--- config.mk ---
export PLATFORM = sky130hd
export DESIGN_NAME = i2s_tx
export DESIGN_NICKNAME = d
export VERILOG_FILES = /design/src/rtl/i2s_tx.sv
export SDC_FILE = /design/constraint.sdc
export NUM_CORES = 1
export LEC_CHECK = 0
export BUFFER_PORTS_ARGS = -buffer_cell sky130_fd_sc_hd__buf_2
export CORE_MARGIN = 2
export CORE_UTILIZATION = 50
export CTS_CLUSTER_SIZE = 14
export DETAILED_ROUTE_END_ITERATION = 6
export PLACE_DENSITY_LB_ADDON = 0.15
export SLEW_MARGIN = 10
export SYNTH_ARGS = -nofsm -noshare
export SYNTH_HDL_FRONTEND = slang
export SYNTH_SLANG_ARGS = --single-unit
--- constraint.sdc ---
create_clock -name clk -period 3.35 [get_ports clk]
set_clock_uncertainty 0.1 [all_clocks]
set_input_delay 0.8375 -clock clk [delete_from_list [all_inputs] [get_ports clk]]
set_output_delay 0.8375 -clock clk [all_outputs]
set_load 0.02 [all_outputs]
--- src/rtl/i2s_tx.sv ---
// I2S master transmitter: derives scki/bclk/lrck from the system clock and serializes stereo
// samples taken through a single-entry valid/ready holding buffer.
module i2s_tx #(
    parameter int unsigned SAMPLE_W           = 24,
    parameter int unsigned SLOT_W             = 32,
    parameter int unsigned BCLK_HALF          = 4,
    parameter int unsigned REPEAT_ON_UNDERRUN = 1
) (
    input  logic                clk,
    input  logic                nreset,
    input  logic [SAMPLE_W-1:0] left_i,
    input  logic [SAMPLE_W-1:0] right_i,
    input  logic                in_valid,
    output logic                in_ready,
    output logic                scki,
    output logic                bclk,
    output logic                lrck,
    output logic                dout,
    output logic                frame_start,
    output logic                underrun
);

    localparam int unsigned DivW = (BCLK_HALF > 1) ? $clog2(BCLK_HALF) : 1;
    localparam int unsigned BcW  = $clog2(2 * SLOT_W);

    localparam logic [DivW-1:0] DivLast = DivW'(BCLK_HALF - 1);
    localparam logic [BcW-1:0]  BitLast = BcW'(2 * SLOT_W - 1);
    localparam logic [BcW-1:0]  SlotW   = BcW'(SLOT_W);

    typedef struct packed {
        logic [SAMPLE_W-1:0] l;
        logic [SAMPLE_W-1:0] r;
    } frame_t;

    logic            scki_q, scki_d;
    logic            bclk_q, bclk_d;
    logic            lrck_q, lrck_d;
    logic            dout_q, dout_d;
    logic            in_ready_q, in_ready_d;
    logic            frame_start_q, frame_start_d;
    logic            underrun_q, underrun_d;
    logic [DivW-1:0] div_cnt_q, div_cnt_d;
    logic [BcW-1:0]  bit_cnt_q, bit_cnt_d;
    logic            hold_full_q, hold_full_d;
    frame_t          hold_q, hold_d;
    frame_t          active_q, active_d;
    frame_t          last_q, last_d;

    logic                tick;
    logic                fall_evt;
    logic                load;
    logic                accept;
    int unsigned         pos;
    logic [SAMPLE_W-1:0] word;
    logic [SAMPLE_W-1:0] word_sh;

    always_comb begin
        scki_d        = ~scki_q;
        div_cnt_d     = div_cnt_q;
        bclk_d        = bclk_q;
        lrck_d        = lrck_q;
        dout_d        = dout_q;
        frame_start_d = 1'b0;
        underrun_d    = 1'b0;
        bit_cnt_d     = bit_cnt_q;
        hold_full_d   = hold_full_q;
        hold_d        = hold_q;
        active_d      = active_q;
        last_d        = last_q;
        pos           = 0;
        word          = '0;
        word_sh       = '0;

        tick     = (div_cnt_q == DivLast);
        fall_evt = tick && bclk_q;
        load     = fall_evt && (bit_cnt_q == BitLast);
        accept   = in_valid && in_ready_q;

        div_cnt_d = tick ? '0 : div_cnt_q + DivW'(1);
        if (tick) begin
            bclk_d = ~bclk_q;
        end

        if (fall_evt) begin
            bit_cnt_d = (bit_cnt_q == BitLast) ? '0 : bit_cnt_q + BcW'(1);
            lrck_d    = (bit_cnt_d >= SlotW);
            pos       = lrck_d ? 32'(bit_cnt_d) - SLOT_W : 32'(bit_cnt_d);
            word      = lrck_d ? active_q.r : active_q.l;
            // Left-justify bit (SAMPLE_W-pos) into the MSB; position 0 is the I2S delay bit.
            word_sh   = word << (pos - 1);
            dout_d    = (pos >= 1 && pos <= SAMPLE_W) ? word_sh[SAMPLE_W-1] : 1'b0;
        end

        if (load) begin
            frame_start_d = 1'b1;
            if (hold_full_q) begin
                active_d    = hold_q;
                last_d      = hold_q;
                hold_full_d = 1'b0;
            end else begin
                underrun_d = 1'b1;
                active_d   = (REPEAT_ON_UNDERRUN != 0) ? last_q : '0;
            end
        end

        // A write on the load edge refills the slot the load is vacating.
        if (accept) begin
            hold_d      = '{l: left_i, r: right_i};
            hold_full_d = 1'b1;
        end

        // Ready looks one edge ahead so a waiting pair is taken on the frame-load edge itself.
        in_ready_d = !hold_full_d ||
                     ((div_cnt_d == DivLast) && bclk_d && (bit_cnt_d == BitLast));
    end

    always_ff @(posedge clk or negedge nreset) begin
        if (!nreset) begin
            scki_q        <= 1'b0;
            bclk_q        <= 1'b0;
            lrck_q        <= 1'b0;
            dout_q        <= 1'b0;
            in_ready_q    <= 1'b1;
            frame_start_q <= 1'b0;
            underrun_q    <= 1'b0;
            div_cnt_q     <= '0;
            bit_cnt_q     <= BitLast;
            hold_full_q   <= 1'b0;
            hold_q        <= '0;
            active_q      <= '0;
            last_q        <= '0;
        end else begin
            scki_q        <= scki_d;
            bclk_q        <= bclk_d;
            lrck_q        <= lrck_d;
            dout_q        <= dout_d;
            in_ready_q    <= in_ready_d;
            frame_start_q <= frame_start_d;
            underrun_q    <= underrun_d;
            div_cnt_q     <= div_cnt_d;
            bit_cnt_q     <= bit_cnt_d;
            hold_full_q   <= hold_full_d;
            hold_q        <= hold_d;
            active_q      <= active_d;
            last_q        <= last_d;
        end
    end

    assign scki        = scki_q;
    assign bclk        = bclk_q;
    assign lrck        = lrck_q;
    assign dout        = dout_q;
    assign in_ready    = in_ready_q;
    assign frame_start = frame_start_q;
    assign underrun    = underrun_q;

endmodule

==> metrics.yaml <==
yosys_register_bits: 112
cts-htree-levels: 3
antenna-diode-count: 0
slew_headroom_pct: 58.7
grt_first_pass_wirelength_um: 18800
hold_violations: 0
hold_path.startpoint: "scki"
crit_required_ns: 3.55
most-common-layout-cells: "sky130_fd_sc_hd__dfrtp_1 (105), sky130_fd_sc_hd__mux2_2 (96), sky130_fd_sc_hd__buf_2 (56)"
synthesis.yosys.warnings: 0
max_cap_violations: 0
clockBufferDepth: 2
synth_compound_area_share_pct: 11.1
crit_path_top_delay_cell: "sky130_fd_sc_hd__dfstp_2"
reg2reg_setup_slack_ns: 0.09
total_leakage_power_nw: 2.98
initial_antenna_violation_count: 0
design.final.nets: 584
core_area_um2: 10700
ctsHoldBuffers: 0
startpoint: "bit_cnt_q[0]"
globalRouteTotalUtil_pct: 21.1
syn_area_per_cell_um2: 12.2
dieHeight_um: 108
route.vias.total: 3712
drt_wirelength_um: 11500
critical_path.top_delay_family: "simple AND/OR/NAND/NOR gates"
timing.rr.start: "bit_cnt_q[0]"
floorplan.die_area_um2: 11700
timing.setup.critical_path_class: "reg2reg"
detail_route.vias_per_cell: 5.62
start_util_pct: 50.7
drc: 0
clockRootBuffer: "sky130_fd_sc_hd__clkbuf_8"
post_synth_inst_count: 448
power.density_nw_per_um2: 374
buffer_ports.inserted: 57
cts_made_buffers: 9
ios: 58
synth_sequential_area_ratio_pct: 51.6
yosys.area_share.adder_pct: 3.82
synth.cell_area_um2: 5440
area_growth_pct: 15.9
finalWorstPathRequiredPeriod_ns: 3.26
worst_path_largest_cell_delay_ns: 0.63
finalMaxSlewViolations: 0
worst_ep_arrival_time_ns: 3.46
layout_commonest_cell: "sky130_fd_sc_hd__dfrtp_1"
total_power_w: 0.00236
yosys-mux-area-fraction_pct: 21.3
worstSetupStartpointType: "flip-flop"
cts_tree: "done"
tritoncts_num_sinks: 112
tightest_hold_margin_ns: 0.322
drive_gt1_share_pct: 43.4
grt_start_max_net_pins: 69
tightest_slew_ns: 0.614
finalCritPeriodShare_pct: 97.4
synthDistinctLibCells: 63
max_clock_freq_ghz: 0.307
synth_edf_count: 0
worstPathMaxFanout: 8
dp.final_hpwl_um: 8190
ys_async_sr_fraction_pct: 100
crit_path_end_kind: "flip-flop"
routability_congestion_estimate: 0.896
yosys_most_used_dff: "sky130_fd_sc_hd__dfrtp_1"
drtAntennaViolNets: 0
yosys.area_share.simple_pct: 8.04
peakVddDrop_uv: 351
crit_path_cell_trace: "ha_4 -> a21oi_4 -> o21ai_4 -> buf_4 -> o21ai_4 -> inv_1 -> ha_4 -> and2_4 -> nand3_2 -> ha_1 -> nor4bb_2 -> nand4_1 -> a211oi_2 -> nand3_1 -> o31ai_1"
clock_latency_ns: 0.39
synth_top_family_by_area: "multiplexers"
floorplan.rows: 38
grt_remaining_overflow: 0
drt_first_pass_iters: 5
setup_viol: 0
synthXorXnorAreaFrac_pct: 0.644
min-delay-path-class: "reg2reg"
worstPathBufferInverterCount: 2
run_status: "complete, no violations"
route.detailed.wl_per_inst_um: 17.4
die_w_um: 108
synth.net_count: 515
drtIter0Drc: 212
grt_pass1_vias: 3728
path_clk_slew_ns: 0.10
## layout make-up
cell class / count / area (um^2)
Tap cell: 140 / 175
Fill cell: 959 / 4440
Sequential cell: 112 / 2810
Multi-Input combinational cell: 294 / 2530
Clock inverter: 5 / 87.6
Timing Repair inverter: 1 / 7.51
Clock buffer: 10 / 128
Inverter: 14 / 56.3
Timing Repair Buffer: 85 / 514
## synth_stat cells, types with 3 or more instances
cell type                  number  area [um^2]
sky130_fd_sc_hd__dfrtp_1      105         2630
sky130_fd_sc_hd__mux2_2        96         1080
sky130_fd_sc_hd__nand2_1       33          124
sky130_fd_sc_hd__clkbuf_1      17         63.8
sky130_fd_sc_hd__nor2_1        16         60.1
sky130_fd_sc_hd__ha_1          15          188
sky130_fd_sc_hd__inv_1         14         52.6
sky130_fd_sc_hd__o21ai_0       14         70.1
sky130_fd_sc_hd__nand3_1       10         50.1
sky130_fd_sc_hd__a21oi_1        9         45.0
sky130_fd_sc_hd__mux2i_1        8         80.1
sky130_fd_sc_hd__dfstp_2        7          184
sky130_fd_sc_hd__o22ai_1        6         37.5
sky130_fd_sc_hd__a221oi_1       5         43.8
sky130_fd_sc_hd__buf_2          5         25.0
sky130_fd_sc_hd__o211ai_1       5         37.5
sky130_fd_sc_hd__a211oi_1       4         30.0
sky130_fd_sc_hd__nand2b_1       4         25.0
sky130_fd_sc_hd__nor3_1         4         20.0
sky130_fd_sc_hd__xnor2_1        4         35.0
sky130_fd_sc_hd__a22oi_1        3         22.5
sky130_fd_sc_hd__a31oi_1        3         18.8
sky130_fd_sc_hd__and3_1         3         18.8
sky130_fd_sc_hd__nand3b_1       3         22.5
sky130_fd_sc_hd__nor2b_1        3         18.8
sky130_fd_sc_hd__o31ai_1        3         22.5
## flip-flops by register name, summed over array words and instances, names as in the netlist, 2 cells and up
register and count:
bit_cnt_q 6, active_q 24, last_q 24, hold_q 48
div_cnt_q 2
## per-layer routing
metal,track usage (%),share of wire (%),up-vias
met5,0,0,-
met4,5.59,1.4,0
met3,5.79,4.8,15
met2,34.1,49,93
met1,28.2,44,1840
li1,-,-,1764
## cell families after synthesis
logic type,Yosys count
AO/OA/AOI/OAI,81
XOR/XNOR,4
adder cells (fa/ha/maj),16
buffers and inverters,42
flip-flops,112
multiplexers,104
AND/OR/NAND/NOR,89
## power breakdown
| part | switching, W | internal [W] |
|---|---|---|
| clock network | 0.000457 | 0.000425 |
| registers | 0.0000145 | 0.00138 |
| logic | 0.0000387 | 0.0000441 |
## path summary, 6_finish.rpt
check | end | depth (start not counted)
setup / recovery | dout | 15
hold / removal | scki | 1
setup reg to reg | dout | 15
hold reg to reg | scki | 1
max in group asynchronous | active_q[11] | 2
min in group asynchronous | hold_q[47] | 1
## through the flow
| stage | setup WS [ns] | std cells | util (%) | setup TNS [ns] | cell area (um^2) |
|---|---|---|---|---|---|
| 4_1_cts | 0.00733 | 656 | 57.7 | 0 | 6200 |
| 3_5_place_dp | 0.0347 | 641 | 55.7 | 0 | 5990 |
| 6_report | 0.0886 | 661 | 58.7 | 0 | 6310 |
| 5_1_grt | -0.0747 | 661 | 58.7 | -0.0747 | 6310 |
| 2_1_floorplan | 0.0184 | 448 | - | 0 | 5470 |
| 3_3_place_gp | 0.129 | 641 | 55.7 | 0 | 5990 |
## timing repair
action                                 CTS  global route
setup endpoints to repair                1             1
endpoints found under the hold margin    0             0
setup buffers                            0             4
pin swaps                                0             5
gates cloned                             0             1
gates resized for setup                  1            19
Note: power is estimated with default switching activity, not from simulation.
